**config.mk**
```make
export PLATFORM = sky130hd
export DESIGN_NAME = accum5_sequencer
export DESIGN_NICKNAME = d
export VERILOG_FILES = /design/src/rtl/accum5_pkg.sv /design/src/rtl/accum5_prog_mem.sv /design/src/rtl/accum5_sequencer.sv
export SDC_FILE = /design/constraint.sdc
export NUM_CORES = 1
export LEC_CHECK = 0
export ABC_AREA = 1
export BUFFER_PORTS_ARGS = -buffer_cell sky130_fd_sc_hd__buf_2
export CAP_MARGIN = 20
export CORE_ASPECT_RATIO = 1.5
export CORE_MARGIN = 2
export CORE_UTILIZATION = 35
export DETAILED_ROUTE_END_ITERATION = 12
export SLEW_MARGIN = 20
export SYNTH_ARGS = -nofsm -noshare
export SYNTH_HDL_FRONTEND = slang
export SYNTH_HIERARCHICAL = 1
export SYNTH_SLANG_ARGS = --single-unit
```
**constraint.sdc**
```tcl
create_clock -name clk_i -period 4.5 [get_ports clk_i]
set_clock_uncertainty 0.1 [all_clocks]
set_input_delay 0.675 -clock clk_i [delete_from_list [all_inputs] [get_ports clk_i]]
set_output_delay 0.675 -clock clk_i [all_outputs]
set_load 0.01 [all_outputs]
```
**src/rtl/accum5_pkg.sv**
```systemverilog
// Shared definitions for the accum5 stimulus sequencer: ALU mode codes, FSM states and
// the bit layout of an 18-bit program vector.
package accum5_pkg;

  localparam logic [3:0] MODE_ADD = 4'd0;
  localparam logic [3:0] MODE_SUB = 4'd1;
  localparam logic [3:0] MODE_CMP = 4'd2;
  localparam logic [3:0] MODE_AND = 4'd3;
  localparam logic [3:0] MODE_OR  = 4'd4;
  localparam logic [3:0] MODE_CPL = 4'd5;

  typedef enum logic [2:0] {
    StIdle,
    StIssue,
    StWait,
    StCheck,
    StDone
  } seq_state_e;

  // Vector word: {a, b, m, cin, exp_r, exp_of}
  localparam int unsigned VecW     = 18;
  localparam int unsigned AOff     = 14;
  localparam int unsigned BOff     = 10;
  localparam int unsigned MOff     = 6;
  localparam int unsigned CinOff   = 5;
  localparam int unsigned ExpROff  = 1;
  localparam int unsigned ExpOfOff = 0;

endpackage

```
**src/rtl/accum5_prog_mem.sv**
```systemverilog
// Program store for the sequencer: DEPTH x 18-bit words, synchronous write, combinational read.
module accum5_prog_mem
  import accum5_pkg::*;
#(
  parameter int unsigned DEPTH = 16
) (
  input  logic                       clk_i,
  input  logic                       we_i,
  input  logic [$clog2(DEPTH)-1:0]   waddr_i,
  input  logic [VecW-1:0]            wdata_i,
  input  logic [$clog2(DEPTH)-1:0]   raddr_i,
  output logic [VecW-1:0]            rdata_o
);

  logic [VecW-1:0] mem_q [DEPTH];

  always_ff @(posedge clk_i) begin
    if (we_i) begin
      mem_q[waddr_i] <= wdata_i;
    end
  end

  assign rdata_o = mem_q[raddr_i];

endmodule

```
**src/rtl/accum5_sequencer.sv**
```systemverilog
// Self-checking stimulus engine for the accum5 ALU: issues stored vectors and scores results.
// Build option: define ACCSEQ_STOP_ON_FAIL_EN to end a run at the first mismatch.
module accum5_sequencer
  import accum5_pkg::*;
#(
  parameter int unsigned DEPTH = 16,
  parameter int unsigned LAT   = 1
) (
  input  logic                       clk_i,
  input  logic                       reset_i,
  input  logic                       prog_we_i,
  input  logic [$clog2(DEPTH)-1:0]   prog_addr_i,
  input  logic [VecW-1:0]            prog_data_i,
  input  logic                       start_i,
  input  logic [$clog2(DEPTH):0]     len_i,
  output logic [3:0]                 a_o,
  output logic [3:0]                 b_o,
  output logic [3:0]                 m_o,
  output logic                       cin_o,
  input  logic [3:0]                 r_i,
  input  logic                       of_i,
  output logic                       busy_o,
  output logic                       done_o,
  output logic [$clog2(DEPTH):0]     pass_cnt_o,
  output logic [$clog2(DEPTH):0]     fail_cnt_o,
  output logic                       err_valid_o,
  output logic [$clog2(DEPTH)-1:0]   err_idx_o
);

  localparam int unsigned AW = $clog2(DEPTH);
  localparam int unsigned CW = AW + 1;
  localparam logic [2:0]  WaitInit = 3'(LAT - 1);

  seq_state_e      state_q;
  logic [AW-1:0]   idx_q;
  logic [CW-1:0]   len_q;
  logic [2:0]      wcnt_q;
  logic [3:0]      a_q, b_q, m_q;
  logic            cin_q, busy_q, done_q, err_valid_q;
  logic [CW-1:0]   pass_q, fail_q;
  logic [AW-1:0]   err_idx_q;

  logic [VecW-1:0] vec;
  logic            mem_we, match, last, stop;

  // Writes are locked out while a run is reading the program.
  assign mem_we = prog_we_i && (state_q == StIdle);

  accum5_prog_mem #(
    .DEPTH (DEPTH)
  ) u_prog_mem (
    .clk_i   (clk_i),
    .we_i    (mem_we),
    .waddr_i (prog_addr_i),
    .wdata_i (prog_data_i),
    .raddr_i (idx_q),
    .rdata_o (vec)
  );

  assign match = (r_i == vec[ExpROff +: 4]) && (of_i == vec[ExpOfOff]);
  assign last  = ({1'b0, idx_q} == (len_q - CW'(1)));
`ifdef ACCSEQ_STOP_ON_FAIL_EN
  assign stop  = last || !match;
`else
  assign stop  = last;
`endif

  always_ff @(posedge clk_i) begin
    if (reset_i) begin
      state_q     <= StIdle;
      idx_q       <= '0;
      len_q       <= '0;
      wcnt_q      <= '0;
      a_q         <= '0;
      b_q         <= '0;
      m_q         <= '0;
      cin_q       <= 1'b0;
      busy_q      <= 1'b0;
      done_q      <= 1'b0;
      pass_q      <= '0;
      fail_q      <= '0;
      err_valid_q <= 1'b0;
      err_idx_q   <= '0;
    end else begin
      done_q <= 1'b0;
      unique case (state_q)
        StIdle: begin
          if (start_i) begin
            len_q       <= len_i;
            pass_q      <= '0;
            fail_q      <= '0;
            err_valid_q <= 1'b0;
            err_idx_q   <= '0;
            idx_q       <= '0;
            busy_q      <= 1'b1;
            if (len_i == '0) begin
              state_q <= StDone;
              done_q  <= 1'b1;
            end else begin
              state_q <= StIssue;
            end
          end
        end
        StIssue: begin
          a_q     <= vec[AOff +: 4];
          b_q     <= vec[BOff +: 4];
          m_q     <= vec[MOff +: 4];
          cin_q   <= vec[CinOff];
          wcnt_q  <= WaitInit;
          state_q <= StWait;
        end
        StWait: begin
          if (wcnt_q == 3'd0) begin
            state_q <= StCheck;
          end else begin
            wcnt_q <= wcnt_q - 3'd1;
          end
        end
        StCheck: begin
          if (match) begin
            pass_q <= pass_q + CW'(1);
          end else begin
            fail_q <= fail_q + CW'(1);
            if (!err_valid_q) begin
              err_valid_q <= 1'b1;
              err_idx_q   <= idx_q;
            end
          end
          if (stop) begin
            state_q <= StDone;
            done_q  <= 1'b1;
          end else begin
            idx_q   <= idx_q + AW'(1);
            state_q <= StIssue;
          end
        end
        StDone: begin
          busy_q  <= 1'b0;
          state_q <= StIdle;
        end
        default: state_q <= StIdle;
      endcase
    end
  end

  assign a_o         = a_q;
  assign b_o         = b_q;
  assign m_o         = m_q;
  assign cin_o       = cin_q;
  assign busy_o      = busy_q;
  assign done_o      = done_q;
  assign pass_cnt_o  = pass_q;
  assign fail_cnt_o  = fail_q;
  assign err_valid_o = err_valid_q;
  assign err_idx_o   = err_idx_q;

endmodule

```
==> run metrics <==
postcts setup bufs=0; setup_tns=0 ps; die area=about 43000 µm²; FILL cells=4024; clk sinks=~330; Die H=around 250 µm; CP max FO=70; Synth Area in XOR/XNOR=0.00659; Critical Path AT=roughly 3400 ps; ys flop type=edfxtp_1; root buffer cell=clkbuf_16; gpl congestion=~0.78; Via density=4.73; compound-gate portion of the synthesized area=0.0181; Port Buffers=65; Crit. Startpoint=idx_q[0]$_SDFFE_PP0P_; Yosys reg bits=~330; fmax=between 0.3 and 0.4 GHz; htree depth=1; fin worst setup slack=1520 ps; Worst slew margin=0.325; largest net degree at the start of global routing=about 80; Ys Warns=6; placement row count=91; RSZ-0062 raised after global routing=no; total track usage=0.166; register area=approximately 9600 µm²; Post-Synth Simple-Gate Area=0.225; Iter 0 DRT Violations=670; Die W=approximately 170 µm; Leak Pwr=6.96 nW; global route overflow=0; outcome=finished clean; fraction of registers with async set/reset=0; cell count after synthesis=~1.5k; adder-cell share of the synthesized area=0.00513; Syn Std Cell Area=~15000 µm²; global-route wire length before repair=about 55000 µm; HPWL Detailed=~20000 µm; wire per inst=roughly 17 µm; IO Pins=between 60 and 70; Worst setup EP type=flip-flop; ANT nets after route=0; combinational family with the most area after synthesis=simple AND/OR/NAND/NOR gates; CP required=between 4000 and 5000 ps; min Tclk post-route=2980 ps; multi-input logic area=approximately 3800 µm²; Avg Cell Area, Syn=between 9 and 10 µm²; R2R Path Start=idx_q[0]$_SDFFE_PP0P_; P&R area growth vs syn=12.9%; Detailed Routing Iterations Pass 1=5; post-place setup slack=between 1500 and 2000 ps; Skew-Pair Late Insertion Delay=about 570 ps; DRT Wirelength=between 30000 and 40000 µm; CP Class=flip-flop to flip-flop; mux contribution to synthesized area=0; Seq/Total Area, Yosys=0.653; CTS Buffer Depth=3; Hold WC Path Type=primary input to flip-flop; Pins Over Slew Limit=0; commonest non-fill, non-tap cell in the layout=nand2_1; Slew @ Worst Pin=around 1000 ps; Max Cap Viol=0; Hold-fix buffers, CTS=0; Hold WS=just over 300 ps; final hold vios=0; EDFF count, synth=approximately 290; CTS buffer count=30; DR vias=roughly 10k; vias in the first global route=roughly 10k; pwr/cell area=about 420 nW/µm²; Worst Hold Launch=len_i[4]; final setup fails=0; core footprint=about 41000 µm²; VDD IR max=314 µV; layout net count=approximately 1.6k; Initial Util=0.355; clk slew on worst S/H paths=approximately 70 ps; Syn Nets=between 1.5k and 2k; commonest cells after routing, fill and taps aside=470 x nand2_1, 288 x edfxtp_1, 248 x inv_1, 239 x nand3_1, 65 x buf_2; Yosys cell types=32; DRC viols=0; final critical-path share of the clock period=0.662; crit path launch type=flip-flop; initial antenna violation count=1; share of layout cells above drive strength 1=0.105; # resized after CTS=0; CTS tree=done
Yosys cell counts, drive strengths merged (6+ instances only):
cell type | count | share of area
a21oi | 35 | 0.012
o21ai | 14 | 0.0048
nand2 | 474 | 0.12
xor2 | 6 | 0.0036
inv | 255 | 0.066
nor2 | 49 | 0.013
dfxtp | 45 | 0.062
clkbuf | 15 | 0.0039
edfxtp | 288 | 0.59
ha | 6 | 0.0051
buf | 52 | 0.022
nand3 | 240 | 0.082
final timing paths:
path	cells after the start	slack, ps	end
max	13	1520	pass_cnt_o[1]$_SDFFE_PP0P_
min	3	310	len_q[4]$_SDFFE_PP0P_
max reg2reg	13	1520	pass_cnt_o[1]$_SDFFE_PP0P_
min reg2reg	1	330	wcnt_q[0]$_SDFFE_PP0P_
state kept, by name, summed over array words and instances, names as in the netlist:
signal,count
a_o,4
u_prog_mem/mem_q,288
cin_o,1
err_valid_o,1
done_o,1
pass_cnt_o,5
err_idx_o,4
m_o,4
len_q,5
b_o,4
fail_cnt_o,5
busy_o,1
state_q,3
wcnt_q,3
idx_q,4
kinds of logic after synthesis:
family / after synthesis
AOI/OAI and AO/OA: 51
buffers and inverters: 324
adders and majority gates: 6
and+or+nand+nor: 778
DFF: 333
xor gates and xnor gates: 11
metal layers:
layer / global-route usage / wire (µm) / part of all wire / up-vias
met1: 0.189 / 14300 / 0.40 / 4879
met3: 0.0200 / 1550 / 0.044 / 50
li1: - / - / - / 4937
met2: 0.315 / 18800 / 0.53 / 229
met4: 0.0600 / 1020 / 0.029 / 0
met5: 0 / 0 / 0 / -
area by class of cell:
class,instances,area share
antenna,1,0.000152
inverter,257,0.0587
clock buffer,37,0.0483
tap,558,0.0423
clock inverter,16,0.0133
timing repair buffer,87,0.0297
multi-input combinational,846,0.229
sequential,333,0.579
critical path: stages, from the launching register on:
cell	delay [ps]
dfxtp_4	460
inv_4	590
nand2_1	130
nand3_1	130
nand3_1	90
nand3_1	90
nand2_1	90
or2_1	240
a21oi_2	170
nand3_1	160
nand2_2	250
nand2_2	130
o21ai_0	180
nor2_1	50
through the flow:
| step | power (W) | instances | utilization | area (µm²) |
|---|---|---|---|---|
| 3_3_place_gp | 0.00431 | 2081 | 0.376 | 15500 |
| 4_1_cts | 0.00699 | 2134 | 0.401 | 16500 |
| 5_1_grt | 0.00720 | 2135 | 0.401 | 16500 |
| 2_1_floorplan | 0.00410 | 1503 | - | 14600 |
| 3_5_place_dp | 0.00433 | 2081 | 0.376 | 15500 |
| 6_report | 0.00691 | 2135 | 0.401 | 16500 |
report_power, final:
group / switching [W] / internal [W]
Combinational: 0.000518 / 0.000222
Sequential: 0.0000563 / 0.00346
Clock: 0.00111 / 0.00155
Power figures use the tool's default switching activity.
